<file path="config.mk">
export PLATFORM = sky130hd
export DESIGN_NAME = mp64_mailbox_flat
export DESIGN_NICKNAME = d
export VERILOG_FILES = /design/src/rtl/mp64_mailbox_if.sv /design/src/rtl/mp64_mailbox.sv /design/src/flat_wrapper.sv
export SDC_FILE = /design/constraint.sdc
export NUM_CORES = 1
export LEC_CHECK = 0
export ABC_AREA = 1
export CORE_MARGIN = 2
export CORE_UTILIZATION = 56
export DETAILED_ROUTE_END_ITERATION = 8
export GPL_TIMING_DRIVEN = 0
export PLACE_DENSITY_LB_ADDON = 0.15
export SETUP_SLACK_MARGIN = 0.05
export SLEW_MARGIN = 10
export SYNTH_ARGS = -nofsm -noshare
export SYNTH_HDL_FRONTEND = slang
export SYNTH_SLANG_ARGS = --single-unit
</file>
<file path="constraint.sdc">
create_clock -name clk -period 10 [get_ports clk]
set_input_delay 2 -clock clk [delete_from_list [all_inputs] [get_ports clk]]
set_output_delay 2 -clock clk [all_outputs]
set_load 0.02 [all_outputs]
</file>
<file path="src/rtl/mp64_mailbox_if.sv">
// Byte-wide zero-wait-state MMIO bus between the core fabric and the mailbox.
// The bus also carries the requesting core's ID.
interface mp64_mailbox_if #(
    parameter int CORE_ID_BITS = 2
);
    logic                    req;
    logic [11:0]             addr;
    logic [7:0]              wdata;
    logic                    wen;
    logic [7:0]              rdata;
    logic                    ack;
    logic [CORE_ID_BITS-1:0] requester_id;

    modport master (
        output req, addr, wdata, wen, requester_id,
        input  rdata, ack
    );

    modport slave (
        input  req, addr, wdata, wen, requester_id,
        output rdata, ack
    );
endinterface

</file>
<file path="src/rtl/mp64_mailbox.sv">
// Inter-core mailbox: private per-core data bytes, per-sender IPI pending masks
// with IRQ lines, and a bank of owner-tracking test-and-set spinlocks.
module mp64_mailbox #(
    parameter int NUM_CORES    = 4,
    parameter int CORE_ID_BITS = 2,
    parameter int NUM_LOCKS    = 16
) (
    input  logic                 clk,
    input  logic                 rst,
    mp64_mailbox_if.slave        bus,
    output logic [NUM_CORES-1:0] ipi_out
);
    localparam int         LOCK_BITS = (NUM_LOCKS > 1) ? $clog2(NUM_LOCKS) : 1;
    localparam logic [7:0] CORES_B   = 8'(NUM_CORES);
    localparam logic [6:0] LOCKS_B   = 7'(NUM_LOCKS);

    logic [7:0]              data_r    [NUM_CORES][8];
    logic [NUM_CORES-1:0]    pending_r [NUM_CORES];
    logic                    slock_locked [NUM_LOCKS];
    logic [CORE_ID_BITS-1:0] slock_owner  [NUM_LOCKS];

    logic [CORE_ID_BITS-1:0] rid_s;
    logic                    data_hit_s;
    logic                    send_hit_s;
    logic                    status_hit_s;
    logic                    ackw_hit_s;
    logic                    lock_hit_s;
    logic [LOCK_BITS-1:0]    lock_sel_s;
    logic [1:0]              lock_off_s;
    logic                    lock_busy_s;
    logic                    target_ok_s;
    logic [CORE_ID_BITS-1:0] target_s;
    logic                    acquire_s;
    logic                    release_s;
    logic [7:0]              rdata_s;

    // Address decode and lock arbitration for the current access
    always_comb begin
        rid_s        = bus.requester_id;
        data_hit_s   = bus.req && (bus.addr[11:8] == 4'h5) && (bus.addr[7:3] == 5'd0);
        send_hit_s   = bus.req && (bus.addr == 12'h508);
        status_hit_s = bus.req && (bus.addr == 12'h509);
        ackw_hit_s   = bus.req && (bus.addr == 12'h50A);
        lock_hit_s   = bus.req && (bus.addr[11:8] == 4'h6) && ({1'b0, bus.addr[7:2]} < LOCKS_B);
        lock_sel_s   = bus.addr[2 +: LOCK_BITS];
        lock_off_s   = bus.addr[1:0];
        // A lock only refuses the requester when someone else holds it
        lock_busy_s  = slock_locked[lock_sel_s] && (slock_owner[lock_sel_s] != rid_s);
        target_ok_s  = (bus.wdata < CORES_B);
        target_s     = bus.wdata[CORE_ID_BITS-1:0];
        acquire_s    = lock_hit_s && !bus.wen && (lock_off_s == 2'd0) && !lock_busy_s;
        release_s    = lock_hit_s && bus.wen && (lock_off_s == 2'd1)
                       && slock_locked[lock_sel_s] && (slock_owner[lock_sel_s] == rid_s);
    end

    // Read data mux, zero when idle or unmapped
    always_comb begin
        rdata_s = 8'h00;
        if (bus.req && !bus.wen) begin
            if (data_hit_s) begin
                rdata_s = data_r[rid_s][bus.addr[2:0]];
            end else if (status_hit_s) begin
                rdata_s = 8'(pending_r[rid_s]);
            end else if (lock_hit_s) begin
                case (lock_off_s)
                    2'd0:    rdata_s = {7'd0, lock_busy_s};
                    2'd2:    rdata_s = 8'({slock_owner[lock_sel_s], slock_locked[lock_sel_s]});
                    default: rdata_s = 8'h00;
                endcase
            end else begin
                rdata_s = 8'h00;
            end
        end else begin
            rdata_s = 8'h00;
        end
    end

    assign bus.rdata = rdata_s;
    assign bus.ack   = bus.req;

    // Per-core private data bytes
    always_ff @(posedge clk or posedge rst) begin
        if (rst) begin
            for (int c = 0; c < NUM_CORES; c++) begin
                for (int b = 0; b < 8; b++) begin
                    data_r[c][b] <= 8'h00;
                end
            end
        end else if (data_hit_s && bus.wen) begin
            data_r[rid_s][bus.addr[2:0]] <= bus.wdata;
        end
    end

    // IPI pending masks: row = target core, bit = sender
    always_ff @(posedge clk or posedge rst) begin
        if (rst) begin
            for (int c = 0; c < NUM_CORES; c++) begin
                pending_r[c] <= '0;
            end
        end else if (send_hit_s && bus.wen && target_ok_s) begin
            pending_r[target_s][rid_s] <= 1'b1;
        end else if (ackw_hit_s && bus.wen && target_ok_s) begin
            pending_r[rid_s][target_s] <= 1'b0;
        end
    end

    // Spinlock state: acquire on granted read, release by owner only
    always_ff @(posedge clk or posedge rst) begin
        if (rst) begin
            for (int i = 0; i < NUM_LOCKS; i++) begin
                slock_locked[i] <= 1'b0;
                slock_owner[i]  <= '0;
            end
        end else if (acquire_s) begin
            slock_locked[lock_sel_s] <= 1'b1;
            slock_owner[lock_sel_s]  <= rid_s;
        end else if (release_s) begin
            slock_locked[lock_sel_s] <= 1'b0;
        end
    end

    // IRQ per core is raised while any sender is outstanding
    always_comb begin
        ipi_out = '0;
        for (int t = 0; t < NUM_CORES; t++) begin
            ipi_out[t] = |pending_r[t];
        end
    end
endmodule

</file>
<file path="src/flat_wrapper.sv">
// flat-port wrapper written by rule: the top's interface ports become plain ports
module mp64_mailbox_flat 
#(
    parameter int NUM_CORES    = 4,
    parameter int CORE_ID_BITS = 2,
    parameter int NUM_LOCKS    = 16
)
  (clk, rst, ipi_out, bus_req, bus_addr, bus_wdata, bus_wen, bus_requester_id, bus_rdata, bus_ack);
  mp64_mailbox_if #(.CORE_ID_BITS(CORE_ID_BITS)) bus_i ();
  input  logic clk;
  input  logic rst;
  output logic [NUM_CORES-1:0] ipi_out;
  input wire logic [$bits(bus_i.req)-1:0] bus_req;
  input wire logic [$bits(bus_i.addr)-1:0] bus_addr;
  input wire logic [$bits(bus_i.wdata)-1:0] bus_wdata;
  input wire logic [$bits(bus_i.wen)-1:0] bus_wen;
  input wire logic [$bits(bus_i.requester_id)-1:0] bus_requester_id;
  output wire logic [$bits(bus_i.rdata)-1:0] bus_rdata;
  output wire logic [$bits(bus_i.ack)-1:0] bus_ack;
  assign bus_i.req = bus_req;
  assign bus_i.addr = bus_addr;
  assign bus_i.wdata = bus_wdata;
  assign bus_i.wen = bus_wen;
  assign bus_i.requester_id = bus_requester_id;
  assign bus_rdata = bus_i.rdata;
  assign bus_ack = bus_i.ack;
  mp64_mailbox #(.NUM_CORES(NUM_CORES), .CORE_ID_BITS(CORE_ID_BITS), .NUM_LOCKS(NUM_LOCKS)) u_core (.clk(clk), .rst(rst), .bus(bus_i), .ipi_out(ipi_out));
endmodule
</file>
### Word level (Yosys, flattened, before mapping)

Cells that the tools add are included.

| operators by class | value |
|---|---|
| mux-type cells | 42 |
| reduce and logical (&&, ||, !) cells | 37 |
| magnitude comparators | 14 |
| bitwise logic cells | 10 |
| equal/unequal tests | 9 |

Operators with widths:

| operator | number |
|---|---|
| $bwmux W256 | 1 |
| $mux W64 | 3 |
| $bmux W64 S2 | 1 |
| $demux W64 S2 | 1 |
| $mux W16 | 4 |
| $mux W8 | 6 |
| $eq A12 B11 Y1 const B | 3 |
| $and A16 B16 Y16 | 2 |
| $bwmux W32 | 1 |
| $not A16 Y16 | 2 |
| $or A16 B16 Y16 | 2 |
| $logic_and A1 B1 Y1 | 27 |
| $bmux W8 S3 | 1 |
| $demux W8 S3 | 1 |
| $demux W4 S2 | 2 |
| $mux W4 | 4 |
| $reduce_or A4 Y1 | 4 |
| $bmux W2 S4 | 1 |
| $bmux W4 S2 | 1 |
| $demux W2 S4 | 1 |
| $eq A4 B3 Y1 const B | 2 |
| $lt A8 B3 Y1 const B | 1 |
| $ge A3 B3 Y1 const B | 2 |
| $lt A2 B3 Y1 const B | 2 |
| other kinds (25) | 37 |

| storage, ports and cells | value |
|---|---|
| flip-flop bits (word level) | 320 |

### Logic depth before layout (Yosys ltp)

Gate-level depths: netlist of run 1.

| depth | value |
|---|---|
| depth in word-level cells | 11 |
| mapped depth | 18 |

### Worst setup path after synthesis of run 1

Ideal clock, no wire load.

| path | value |
|---|---|
| path kind | input to output |
| start point | input port bus_requester_id[0] |
| end point | output port bus_rdata[6] |
| path buffers | 3 |
| setup slack | 4.448 ns |
| data arrival time | 3.552 ns |
| data required time | 8.000 ns |
| stages | 8 |
| cell sequence | buf_2 nor2_4 buf_2 buf_1 a22oi_1 a21oi_1 nor3_1 a21oi_1 |

| between the ends | value |
|---|---|
| cells in the longest elaborated chain, start to end | 9 |

RTL lines:

| element | line | RTL |
|---|---|---|
| from (decl) | flat_wrapper.sv:17 | `input wire logic [$bits(bus_i.requester_id)-1:0] bus_requester_id;` |
| $not A2 Y3 (implied by the code) | mp64_mailbox.sv:61 | `rdata_s = data_r[rid_s][bus.addr[2:0]];` |
| $bmux W64 S2 | mp64_mailbox.sv:61 |  |
| $mux W64 (implied by the code) (2 in a row) | mp64_mailbox.sv:61 |  |
| $bmux W8 S3 | mp64_mailbox.sv:61 |  |
| $mux W8 (implied by the code) (2 in a row) | mp64_mailbox.sv:61 |  |
| $mux W8 | mp64_mailbox.sv:60 | `if (data_hit_s) begin` |
| $mux W8 | mp64_mailbox.sv:59 | `if (bus.req && !bus.wen) begin` |
| to (decl) | flat_wrapper.sv:18 | `output wire logic [$bits(bus_i.rdata)-1:0] bus_rdata;` |

No other way between the ends. The select of a mux whose other input is x is not followed.

### Worst setup path in the final report of run 1

| path | value |
|---|---|
| start point | input port bus_requester_id[1] |
| end point | output port bus_rdata[5] |

The elaborated chain is that of the path after synthesis.

==> results_dict.tcl, run 1 <==
set metrics [dict create \
    clkPwrFrac 0.464 \
    p_sw_frac 0.253 \
    n_antenna_cell 0 \
    detail_route.vias_per_cell 6.38 \
    yosys_warnings 0 \
    timing.setup.tns_ns 0 \
    postSynthNetCount 1750 \
    worstSetupStartpointType "input pin" \
    initial_utilization 0.568 \
    grt_pass1_vias 13532 \
    grt_use_total 0.386 \
    synth.top_cells.by_area "sky130_fd_sc_hd__dfrtp_1 54%, sky130_fd_sc_hd__nand2_1 13%, sky130_fd_sc_hd__o21ai_0 9.5%, sky130_fd_sc_hd__a22oi_1 4.0%, sky130_fd_sc_hd__o22ai_1 2.9%" \
    detail_route.first_pass.iterations 5 \
    grt_first_pass_wirelength_um 81100 \
    finish.cell_count_without_fillers 2170 \
    overflow 0 \
    finalWirelength_um 53300 \
    i_o_pin_total 39 \
    initialDrtViolationCount 1923 \
    critPathKind "in2out" \
    finalClockSkew_ns 0.0121 \
    ys_dominant_reg_cell "sky130_fd_sc_hd__dfrtp_1" \
    mappedNetlistArea_um2 14800 \
    vdd_drop_max_mv 0.163 \
    cellPowerDensity_nw_per_um2 166 \
    drt.antenna.violating_nets 0 \
    cts.path.max_buffers 3 \
    grt_antenna_before_repair 0 \
    p_int_mw 2.09 \
    detail_route.wl_per_cell_um 24.6 \
    clk-insertion-delay-late_ns 0.52 \
    post_synth_inst_count 1724 \
    area_added_between_synthesis_and_finish_pct 14.5 \
    final.fill_count 2254 \
    final_nets 1835 \
    routed-via-count 13843 \
    post_cts.resized_instances 0 \
    post_cts.repair.setup_buffers 0 \
    pin_count_of_the_biggest_net_entering_global_routing 41 \
    floorplan.die.height_um 166 \
    slowest_stage_delay_cp_ns 0.68 \
    share_of_power_burned_in_registers 0.463 \
    placement_rows 59 \
    io_buffer_count 37 \
    drc 0 \
    synth_area_leader_cell "sky130_fd_sc_hd__dfrtp_1" \
    worst_path_cell_chain "clkdlybuf4s50_1 -> nand2_1 -> inv_1 -> clkbuf_1 -> clkbuf_1 -> a22oi_1 -> a21oi_1 -> nor3_1 -> a21oi_1 -> clkdlybuf4s50_1" \
    cp_data_arrival_time_ns 5.70 \
    hold_buffers 0 \
    p_leak_nw 7.78 \
    sink_count_of_the_clock_tree 320 \
    synth.most_common_cell "sky130_fd_sc_hd__nand2_1" \
    period_minus_slack_ns 7.70 \
    cp.required_ns 8.00 \
    drive_gt1_frac 0.0719 \
    cts-buffers-inserted 36 \
    fin_worst_hold_slack_ns 0.468 \
    die_width_um 166 \
    run_status "complete, no violations" \
    drv.max_cap_violation_count 0 \
    synth-async-reset-ratio 1.00 \
    globalplace.congestion 1.04 \
    seq_total_area_yosys 0.542 \
    timing.critical_path.slowest_stage_cell "sky130_fd_sc_hd__clkdlybuf4s50_1" \
    worst_setup_hold_path_clk_slew_ns 0.06 \
    finalHoldViolations 0 \
    ys_types 34 \
    logic_pwr_share 0.073 \
    synth.top_cells.by_count "518 x sky130_fd_sc_hd__nand2_1, 320 x sky130_fd_sc_hd__dfrtp_1, 279 x sky130_fd_sc_hd__o21ai_0, 78 x sky130_fd_sc_hd__a22oi_1, 76 x sky130_fd_sc_hd__clkbuf_1" \
    synth.avg_cell_area_um2 8.57 \
    crit_fanout 10 \
    clock_tree_from_tritoncts "built" \
    timing_worst_slew_pin_value_ns 1.13 \
    dpl.cell_count 2106 \
    design.die.area_um2 27700 \
    dp_hpwl_um 37600 \
    synth_edf_count 0 \
    post-synth-top-area-fraction 0.542 \
    final.period_utilization 0.770 \
    synth_seq_cells 320 \
    final-setup-viol-count 0 \
    htree_levels 2 \
    clock-root-buffer "sky130_fd_sc_hd__clkbuf_16" \
    rsz0062_at_grt "no" \
    area_of_the_placeable_core_um2 26000 \
    critical_path.endpoint_type "output pin" \
    maxSlewViolCount 0 \
    fmax_mhz 130 \
    power.net_switching_uw 708 \
    timing.slew.headroom 0.244 \
    worst_min_path_class "reg2reg" \
]
[power by group through the flow]
stage | clock [mW] | combinational, mW | sequential, mW
2_1_floorplan | 0 | 0.0971 | 1.32
3_3_place_gp | 0 | 0.187 | 1.32
3_5_place_dp | 0 | 0.197 | 1.32
4_1_cts | 1.30 | 0.198 | 1.30
5_1_grt | 1.35 | 0.213 | 1.30
6_report | 1.30 | 0.205 | 1.30
[worst paths after layout]
kind / cells past startpoint / startpoint / endpoint / slack, ns
worst max-delay path: 10 / bus_requester_id[1] / bus_rdata[5] / 2.30
worst min-delay path: 2 / u_core.slock_owner[14] / u_core.slock_owner[14] / 0.47
worst max register to register: 15 / u_core.slock_owner[8] / flop / 7.87
worst min register to register: 2 / u_core.slock_owner[14] / u_core.slock_owner[14] / 0.47
max in group asynchronous: 7 / rst / u_core.data_r[181] / 6.62
min in group asynchronous: 2 / rst / u_core.slock_owner[10] / 1.92
[flip-flops by register name (all words and copies together) (netlist names), named ones only]
| signal | count |
|---|---|
| u_core.slock_owner | 32 |
| u_core.pending_r | 12 |
| u_core.data_r | 256 |
[layer usage]
metal,wire length (um),vias up,part of all wire,GRT usage
li1,-,6109,-,-
met1,20800,6671,0.39,0.517
met2,23800,873,0.45,0.587
met3,5470,190,0.10,0.0872
met4,3210,0,0.060,0.212
met5,0,-,0,0
[layout by cell type (no fill, tap or decap), types with 2 or more instances in the layout]
master,count
sky130_fd_sc_hd__nor2_1,68
sky130_fd_sc_hd__o31ai_1,7
sky130_fd_sc_hd__nand4_1,49
sky130_fd_sc_hd__clkbuf_8,8
sky130_fd_sc_hd__clkinv_2,6
sky130_fd_sc_hd__inv_1,56
sky130_fd_sc_hd__a21o_1,2
sky130_fd_sc_hd__o21ai_0,279
sky130_fd_sc_hd__clkinvlp_4,4
sky130_fd_sc_hd__buf_12,10
sky130_fd_sc_hd__a22oi_1,78
sky130_fd_sc_hd__buf_1,8
sky130_fd_sc_hd__buf_6,8
sky130_fd_sc_hd__buf_4,5
sky130_fd_sc_hd__inv_2,5
sky130_fd_sc_hd__o22ai_1,69
sky130_fd_sc_hd__nand4_4,9
sky130_fd_sc_hd__o21ai_1,21
sky130_fd_sc_hd__nand4_2,3
sky130_fd_sc_hd__a22o_1,3
sky130_fd_sc_hd__nand2_1,518
sky130_fd_sc_hd__nor2_2,7
sky130_fd_sc_hd__clkbuf_16,36
sky130_fd_sc_hd__dfrtp_1,320
sky130_fd_sc_hd__clkbuf_1,84
sky130_fd_sc_hd__nand3_1,61
sky130_fd_sc_hd__nor3_1,12
sky130_fd_sc_hd__buf_2,23
sky130_fd_sc_hd__clkdlybuf4s50_1,37
sky130_fd_sc_hd__a21oi_1,26
[through the flow]
| stage | power, mW | util | cell area (um2) | worst slack, ns |
|---|---|---|---|---|
| after global routing | 2.86 | 0.651 | 16900 | 2.20 |
| after floorplan | 1.42 | - | 14800 | 3.73 |
| after CTS | 2.79 | 0.651 | 16900 | 2.44 |
| after global placement | 1.51 | 0.599 | 15600 | 1.57 |
| final | 2.80 | 0.651 | 16900 | 2.30 |
| after detailed placement | 1.52 | 0.607 | 15800 | 2.47 |
[cell type report]
type	instances	area, um2	area share
plain buffers	120	558	0.0330
clock buffers	52	1040	0.0615
clock inverters	12	108	0.00636
inverters	64	246	0.0146
multi-input cells	1220	5960	0.353
flip-flops and latches	320	8010	0.473
well taps	335	419	0.0248
repair buffers	47	571	0.0337
[kinds of logic (layout without fill, tap and decap cells)]
logic type,after synthesis,after routing,share of synthesized area
and+or+nand+nor,732,732,0.216
DFF,320,320,0.542
buffers and inverters,184,295,0.0542
AOI/OAI and AO/OA,488,488,0.187
[critical path: cells and delay by family]
family	cells	cell delay, ns
compound gates	3	0.90
buf+inv	5	2.46
simple gates	2	0.31
Note: power is estimated with default switching activity, not from simulation.
==> run 2, diff against run 1 <==
--- a/config.mk
+++ b/config.mk
@@ -7,7 +7,7 @@
 export LEC_CHECK = 0
 export ABC_AREA = 1
 export CORE_MARGIN = 2
-export CORE_UTILIZATION = 56
+export CORE_UTILIZATION = 60
 export DETAILED_ROUTE_END_ITERATION = 8
 export GPL_TIMING_DRIVEN = 0
 export PLACE_DENSITY_LB_ADDON = 0.15
==> constraint.sdc (replaced) <==
create_clock -name clk -period 7.1 [get_ports clk]
set_input_delay 1.42 -clock clk [delete_from_list [all_inputs] [get_ports clk]]
set_output_delay 1.42 -clock clk [all_outputs]
set_load 0.02 [all_outputs]
==> run 2 against run 1 <==
Worst setup slack got worse by 1.9 ns. Combinational power rose by 40%. Cell area rose by 0.19%. Clock skew fell by 0.0020 ns. Largest cell class unchanged. Critical endpoint is now bus_rdata[4]. Count of clock-buffer cells in the layout rose by 2. Critical path type unchanged. Clock power rose by 45%. Largest power group is now clock.
==> results_dict.tcl, run 2 (synthesis gave the netlist of run 1 again) <==
set metrics [dict create \
    run_status "complete, no violations" \
    cts-buffers-inserted 36 \
    cp.required_ns 5.68 \
    worst-r2r-cell-count 15 \
    maxSlewViolCount 0 \
    timing.slew.headroom 0.284 \
    slowest_stage_delay_cp_ns 0.69 \
    rsz0062_at_grt "no" \
    timing.critical_path.slowest_stage_cell "sky130_fd_sc_hd__clkdlybuf4s50_1" \
    bufs_and_invs_on_worst_path 5 \
    clock-root-buffer "sky130_fd_sc_hd__clkbuf_16" \
    worstSetupStartpointType "input pin" \
    sink_of_the_worst_hold_path "u_core.slock_owner[16]" \
    dp_hpwl_um 36700 \
    grt_pass1_vias 13339 \
    n_antenna_cell 0 \
    timing_worst_slew_pin_value_ns 1.07 \
    p_leak_nw 7.80 \
    mostFrequentLayoutCell "sky130_fd_sc_hd__nand2_1" \
    final-setup-viol-count 0 \
    placement_rows 57 \
    overflow 0 \
    floorplan.die.height_um 161 \
    design.die.area_um2 25900 \
    drive_gt1_frac 0.0708 \
    drt.antenna.violating_nets 0 \
    finalHoldViolations 0 \
    finalClockSkew_ns 0.0101 \
    die_width_um 161 \
    critical_path.endpoint_type "output pin" \
    placement.setup.worst_slack_ns 0.716 \
    worst_hold_path.num_cells 2 \
    period_minus_slack_ns 6.68 \
    detail_route.wl_per_cell_um 24.0 \
    worst_path_cell_chain "clkdlybuf4s50_1 -> nand2_1 -> inv_1 -> clkbuf_1 -> clkbuf_1 -> a22oi_1 -> a21oi_1 -> nor3_1 -> a21oi_1 -> clkdlybuf4s50_1" \
    layout.core_utilization 0.699 \
    i_o_pin_total 39 \
    worstReg2RegStart "u_core.slock_owner[23]" \
    grt_use_met2 0.598 \
    grt_use_met3 0.0994 \
    cts.path.max_buffers 3 \
    worst_min_path_class "reg2reg" \
    pin_count_of_the_biggest_net_entering_global_routing 40 \
    sink_count_of_the_clock_tree 320 \
    clock_tree_from_tritoncts "built" \
    area_used_by_multi_input_combinational_logic_um2 5960 \
    drc 0 \
    globalplace.congestion 1.06 \
    finalWirelength_um 51700 \
    largest_reg_flops 256 \
    vdd_drop_max_mv 0.226 \
    dpl.cell_count 2095 \
    cellPowerDensity_nw_per_um2 236 \
    initial_utilization 0.609 \
    final.period_utilization 0.940 \
    htree_levels 2 \
    final_nets 1835 \
    routed-via-count 13920 \
    global_route.usage.met1 0.551 \
    worst_setup_hold_path_clk_slew_ns 0.05 \
    clk-insertion-delay-late_ns 0.53 \
    path_delay_family "buffers and inverters" \
    power.total_mw 3.99 \
    fmax_mhz 150 \
    worstHoldStart "u_core.slock_owner[16]" \
    ff2ff_setup_slack_ns 5.10 \
    commonest_cells_after_routing_fill_and_taps_aside "518 x sky130_fd_sc_hd__nand2_1, 320 x sky130_fd_sc_hd__dfrtp_1, 279 x sky130_fd_sc_hd__o21ai_0" \
    area_of_the_placeable_core_um2 24200 \
    global_route.peak_usage_layer "met2" \
    cp_data_arrival_time_ns 5.26 \
    drv.max_cap_violation_count 0 \
    hold_buffers 0 \
    grt_use_total 0.405 \
    crit_fanout 10 \
    detail_route.first_pass.iterations 7 \
    top_register "u_core.data_r" \
    critPathKind "in2out" \
    io_buffer_count 37 \
    area_added_between_synthesis_and_finish_pct 14.7 \
    initialDrtViolationCount 2092 \
    biggestRegsByFlops "u_core.data_r: 256 flops, u_core.slock_owner: 32 flops, u_core.pending_r: 12 flops" \
    detail_route.vias_per_cell 6.45 \
    grt_antenna_before_repair 2 \
    post_cts.resized_instances 0 \
    post_cts.repair.setup_buffers 0 \
    finish.cell_count_without_fillers 2159 \
    final-seq-area_um2 8010 \
    final.fill_count 1999 \
    grt_first_pass_wirelength_um 78800 \
    post_route_setup_slack_ns 0.424 \
]
## run 2: how the worst max path moves through the flow
stage                        end  cells past startpoint           startpoint
finish              bus_rdata[4]                     10  bus_requester_id[1]
global route        bus_rdata[4]                     10  bus_requester_id[1]
CTS                 bus_rdata[4]                     10  bus_requester_id[1]
detailed placement  bus_rdata[4]                     10  bus_requester_id[1]
global placement       async pin                      2                  rst
floorplan              async pin                      1                  rst
## run 2: metal layers
metal,wire length [um],vias up
met2,22300,953
met5,0,-
li1,-,6085
met4,3630,0
met3,5900,213
met1,19900,6669
## run 2: worst reg2reg max path: cells and delay by family (launching register included)
kind / cells / cell delay [ns]
buf+inv: 2 / 0.42
simple gates: 13 / 1.10
flops: 1 / 0.38
## run 2: power breakdown
group / internal, mW / total, mW / switching [mW] / leakage (nW)
clock: 1.10 / 1.88 / 0.776 / 0.575
combinational: 0.0607 / 0.287 / 0.226 / 2.81
sequential: 1.83 / 1.83 / 0.00109 / 4.41
total: 2.99 / 3.99 / 1.00 / 7.80
## run 2: layout make-up
type,count,share of cell area
Buffer,120,0.0329
Clock buffer,54,0.0619
Clock inverter,10,0.00820
Inverter,64,0.0145
Multi-Input combinational cell,1220,0.352
Sequential cell,320,0.473
Tap cell,324,0.0239
Timing Repair Buffer,47,0.0341
## run 2: metrics by stage
step | area [um2] | hold slack, ns | TNS (ns)
after floorplan | 14800 | 0.442 | 0
after global placement | 15600 | 0.457 | -213.98
after detailed placement | 15800 | 0.459 | 0
after CTS | 16900 | 0.473 | 0
after global routing | 16900 | 0.494 | 0
final | 16900 | 0.470 | 0
